`src/rtl/rx_word_assembler.sv`:
```
// rx_word_assembler
//   Packs a stream of UART bytes (RxData/RxDone) into BYTES-wide words and
//   queues them in a small FIFO for a ready/valid consumer.
//
//   Optional feature macro: RXWORD_TIMEOUT_EN
//     defined   -> inter-byte timeout discards a stale partial word
//     undefined -> COLLECT waits forever, timeout_err tied to 0
//
//   Ports
//     clk          system clock, rising edge
//     reset        asynchronous, active-low reset
//     RxData[7:0]  received byte, qualified by RxDone
//     RxDone       single-cycle byte strobe
//     word_data    FIFO head word (combinational from storage)
//     word_valid   FIFO not empty
//     word_ready   consumer accepts head word on valid&ready
//     fifo_count   number of stored words
//     overflow     sticky: completed word dropped on a full FIFO
//     timeout_err  sticky: partial word discarded by timeout
//     clr_err      pulse clearing both sticky flags (set wins)
module rx_word_assembler #(
  parameter int BYTES       = 2,
  parameter int MSB_FIRST   = 1,
  parameter int FIFO_DEPTH  = 4,
  parameter int TIMEOUT_CYC = 1000
) (
  input  logic                          clk,
  input  logic                          reset,
  input  logic [7:0]                    RxData,
  input  logic                          RxDone,
  output logic [8*BYTES-1:0]            word_data,
  output logic                          word_valid,
  input  logic                          word_ready,
  output logic [$clog2(FIFO_DEPTH):0]   fifo_count,
  output logic                          overflow,
  output logic                          timeout_err,
  input  logic                          clr_err
);

  localparam int W  = 8 * BYTES;
  localparam int KW = $clog2(BYTES);
  localparam int AW = $clog2(FIFO_DEPTH);
  localparam int CW = AW + 1;

  localparam logic [0:0] S_IDLE    = 1'b0;
  localparam logic [0:0] S_COLLECT = 1'b1;

  logic [0:0]                   state_q, state_d;
  logic [KW-1:0]                k_q, k_d, slot;
  logic [W-1:0]                 part_q, part_d;
  logic [FIFO_DEPTH-1:0][W-1:0] mem_q;
  logic [AW-1:0]                wptr_q, rptr_q;
  logic [CW-1:0]                cnt_q, cnt_d;
  logic                         ovf_q, ovf_d;
  logic                         push, pop, full, push_ok, ovf_set;
  logic                         tmo_fire;

`ifdef RXWORD_TIMEOUT_EN
  // Counts idle cycles while a partial word is held. Fires on the cycle the
  // count would reach TIMEOUT_CYC; an RxDone on that cycle wins instead.
  logic [19:0] tmo_q, tmo_d;
  logic        tmo_err_q, tmo_err_d;

  always_comb begin
    tmo_d    = '0;
    tmo_fire = 1'b0;
    if (state_q == S_COLLECT && !RxDone) begin
      if (tmo_q + 20'd1 == 20'(TIMEOUT_CYC)) tmo_fire = 1'b1;
      else                                    tmo_d    = tmo_q + 20'd1;
    end
  end

  assign tmo_err_d = tmo_fire | (tmo_err_q & ~clr_err);

  always_ff @(posedge clk or negedge reset) begin
    if (!reset) begin
      tmo_q     <= '0;
      tmo_err_q <= 1'b0;
    end else begin
      tmo_q     <= tmo_d;
      tmo_err_q <= tmo_err_d;
    end
  end

  assign timeout_err = tmo_err_q;
`else
  assign tmo_fire    = 1'b0;
  assign timeout_err = 1'b0;
`endif

  // Byte slot for the current index; the partial register is never cleared,
  // every slot is rewritten before the word is pushed.
  assign slot = (MSB_FIRST != 0) ? (KW'(BYTES - 1) - k_q) : k_q;

  always_comb begin
    state_d = state_q;
    k_d     = k_q;
    part_d  = part_q;
    push    = 1'b0;
    if (RxDone) begin
      for (int b = 0; b < BYTES; b++)
        if (slot == KW'(b)) part_d[b*8 +: 8] = RxData;
      if (k_q == KW'(BYTES - 1)) begin
        push    = 1'b1;
        k_d     = '0;
        state_d = S_IDLE;
      end else begin
        k_d     = k_q + KW'(1);
        state_d = S_COLLECT;
      end
    end else if (tmo_fire) begin
      k_d     = '0;
      state_d = S_IDLE;
    end
  end

  assign pop     = (cnt_q != '0) && word_ready;
  assign full    = (cnt_q == CW'(FIFO_DEPTH));
  // A full FIFO still takes the word if the head leaves on the same edge.
  assign push_ok = push && (!full || pop);
  assign ovf_set = push && full && !pop;
  assign ovf_d   = ovf_set | (ovf_q & ~clr_err);

  always_comb begin
    cnt_d = cnt_q;
    case ({push_ok, pop})
      2'b10:   cnt_d = cnt_q + CW'(1);
      2'b01:   cnt_d = cnt_q - CW'(1);
      default: cnt_d = cnt_q;
    endcase
  end

  always_ff @(posedge clk or negedge reset) begin
    if (!reset) begin
      state_q <= S_IDLE;
      k_q     <= '0;
      part_q  <= '0;
      mem_q   <= '0;
      wptr_q  <= '0;
      rptr_q  <= '0;
      cnt_q   <= '0;
      ovf_q   <= 1'b0;
    end else begin
      state_q <= state_d;
      k_q     <= k_d;
      part_q  <= part_d;
      cnt_q   <= cnt_d;
      ovf_q   <= ovf_d;
      if (push_ok) begin
        mem_q[wptr_q] <= part_d;
        wptr_q        <= wptr_q + AW'(1);
      end
      if (pop) rptr_q <= rptr_q + AW'(1);
    end
  end

  assign word_data  = mem_q[rptr_q];
  assign word_valid = (cnt_q != '0);
  assign fifo_count = cnt_q;
  assign overflow   = ovf_q;

endmodule
```
`config.mk`:
```
export PLATFORM = sky130hd
export DESIGN_NAME = rx_word_assembler
export DESIGN_NICKNAME = d
export VERILOG_FILES = /design/src/rtl/rx_word_assembler.sv
export SDC_FILE = /design/constraint.sdc
export NUM_CORES = 1
export LEC_CHECK = 0
export CAP_MARGIN = 20
export CORE_ASPECT_RATIO = 0.7
export CORE_MARGIN = 10
export CORE_UTILIZATION = 32
export CTS_CLUSTER_SIZE = 16
export DETAILED_ROUTE_END_ITERATION = 10
export SLEW_MARGIN = 0
export SYNTH_ARGS = -nofsm -noshare
export SYNTH_HDL_FRONTEND = slang
export SYNTH_SLANG_ARGS = --single-unit
```
`constraint.sdc`:
```
create_clock -name clk -period 3.8 [get_ports clk]
set_input_delay 0.38 -clock clk [delete_from_list [all_inputs] [get_ports clk]]
set_output_delay 0.38 -clock clk [all_outputs]
set_load 0.005 [all_outputs]
```
==> impl_metrics.tcl <==
set metrics [dict create \
    antenna_found_initial 0 \
    wl_mm 7.57 \
    critPathLaunchType "register" \
    synth-seq-cells 89 \
    setup-tns-final_ns 0 \
    grt_overflow 0 \
    synth_flop_cell "dfrtp_1" \
    cp_slowest_cell "dfrtp_1" \
    die_area_um2 17000 \
    finalCritPeriodShare 0.715 \
    cp_top_family "buffers and inverters" \
    final_area_um2 4660 \
    min_period_ns 2.72 \
    maxCapViolations 0 \
    outcome "completed" \
    drt_iter0_drc 71 \
    place_area_um2 4400 \
    critPathRequiredTime_ns 3.42 \
    final_common_cell "dfrtp_1" \
    cp_max_fo 12 \
    ios 35 \
    clkTransAtPathRegs_ns 0.06 \
    post_cts_resized 0 \
    holdCritPathClass "input pin to async pin" \
    coreArea_um2 11800 \
    r2r_start "fifo_count[1]$_DFFE_PN0P_" \
    cts_buffers 9 \
    grt_setup_unrepaired "false" \
    worst_slew_pin_slew_ns 0.931 \
    relSlewSlack 0.379 \
    netlist_instances 233 \
    synth_cell_types 25 \
    cp-end-kind "output pin" \
    total_power_w 0.00425 \
    grt_usage 0.0914 \
    die_w_um 152 \
    setup-violations-final 0 \
    cts_max_level 3 \
    cts_setup_buffers 0 \
    diodes 0 \
    portBuffers 33 \
    critPathArrivalTime_ns 2.34 \
    clk_latency_ns 0.33 \
    async_flop_share 1.00 \
    viasPerCell 4.66 \
    dpl.hpwl_mm 5.17 \
    place_congestion 0.699 \
    worstPathCellList "buf_4, mux4_2, clkdlybuf4s50_1" \
    post_route_cells_drive_above_1_share 0.448 \
    grt_max_degree 69 \
    syn_area_um2 3890 \
    leakage_nw 1.93 \
    die_h_um 112 \
    via_count 2021 \
    fmax_mhz 368 \
    grt_pass1_wl_mm 12.4 \
    final_cell_mix "dfrtp_1, mux2_2, clkdlybuf4s50_1, mux4_2" \
    holdBufCountCts 0 \
    syn-num-nets 252 \
    hold_violations 0 \
    power_density_nw_per_um2 912 \
    final_max_slew_viol_count 0 \
    yosys_warnings 0 \
    dr.pass1.iters 4 \
    rows 33 \
    cts_buffer_depth 2 \
    syn2layout_area_growth_pct 19.8 \
    synth_edf_count 0 \
    crit_path_start "rptr_q[0]$_DFFE_PN0P_" \
    postRouteAntennaNets 0 \
    cts_root_buf "clkbuf_16" \
    seq_area_frac_synth 0.572 \
    clock_sinks 89 \
    initial_core_util 0.330 \
    wire_per_inst_um 17.4 \
    clock_skew_ns 0.00420 \
    cts_tree "done" \
    fillers 1130 \
    critPathMaxStageDelay_ns 0.61 \
    grt_pass1_vias 2205 \
    cp.buffers_inverters 2 \
    irDropWorstVdd_mv 0.368 \
    worstSetupPathType "register to output pin" \
    synth_area_per_cell_um2 16.7 \
    drc 0 \
    fin_nets 293 \
]
## power by group
group	leakage [nW]	total, W	internal [W]	switching (W)
registers	1.07	0.00171	0.00143	0.000286
clock network	0.129	0.000796	0.000472	0.000324
logic	0.734	0.00174	0.00112	0.000618
total	1.93	0.00425	0.00302	0.00123
## through the flow
stage,std cells,hold WS [ns],util,worst slack (ns)
finish,434,0.169,0.395,1.08
detailed placement,420,0.491,0.372,0.962
global placement,420,0.485,0.372,1.06
CTS,434,0.194,0.395,0.998
global route,434,0.233,0.395,0.905
floorplan,233,0.0844,-,1.62
## final timing paths
path | to | slack [ns] | depth (start not counted)
max | word_data[4] | 1.08 | 3
min | mem_q[19]$_DFFE_PN0P_ | 0.17 | 1
max reg2reg | fifo_count[2]$_DFFE_PN0P_ | 1.43 | 9
min reg2reg | mem_q[48]$_DFFE_PN0P_ | 0.50 | 1
max in group asynchronous | part_q[2]$_DFF_PN0_ | 2.83 | 2
min in group clk | mem_q[48]$_DFFE_PN0P_ | 0.50 | 1
## cell type report
type / count / area, um2 / share of cell area
clock buffer: 14 / 264 / 0.0566
inverter: 7 / 26.3 / 0.00564
multi-input combinational: 126 / 1560 / 0.334
sequential: 89 / 2230 / 0.478
tap: 157 / 196 / 0.0421
timing repair buffer: 41 / 388 / 0.0832
## logic make-up after synthesis
logic type	after synthesis	share of synthesized area
multiplexers	98	0.330
flip-flops	89	0.572
buffers and inverters	18	0.0270
AND/OR/NAND/NOR	12	0.0293
XOR/XNOR	7	0.0158
adder cells (fa/ha/maj)	6	0.0212
AO/OA/AOI/OAI	2	0.00386
other	1	0.000964
## worst reg2reg max path: cells and delay by family, from the launching register on
kind / cells / cell delay (ns)
buf+inv: 2 / 0.15
xor+xnor: 2 / 0.30
flops: 1 / 0.44
simple gates: 3 / 0.86
fa+ha+maj: 2 / 0.54
## Yosys cell counts, types with 2 or more instances
| cell | n | area share |
|---|---|---|
| xnor2_1 | 3 | 0.0068 |
| xor2_1 | 4 | 0.0090 |
| buf_6 | 4 | 0.012 |
| dfrtp_1 | 89 | 0.57 |
| nor3b_2 | 3 | 0.0096 |
| ha_1 | 5 | 0.016 |
| mux2_2 | 81 | 0.23 |
| nand2_1 | 2 | 0.0019 |
| buf_2 | 3 | 0.0039 |
| mux4_2 | 16 | 0.093 |
| clkbuf_1 | 2 | 0.0019 |
| inv_1 | 7 | 0.0068 |
| nor2_1 | 2 | 0.0019 |
## sequential cells by signal (all words and copies together) (netlist names)
| signal | count |
|---|---|
| rptr_q | 2 |
| fifo_count | 3 |
| wptr_q | 2 |
| mem_q | 64 |
| k_q | 1 |
| part_q | 16 |
| overflow | 1 |
## layer usage
layer / GRT usage / up-vias / wire (um)
met2: 0.130 / 33 / 3290
met3: 0.0332 / 6 / 342
met1: 0.127 / 1060 / 3890
li1: - / 922 / -
met4: 0.0269 / 0 / 54
met5: 0 / - / 0
No activity file was read; power rests on OpenSTA's default activity.
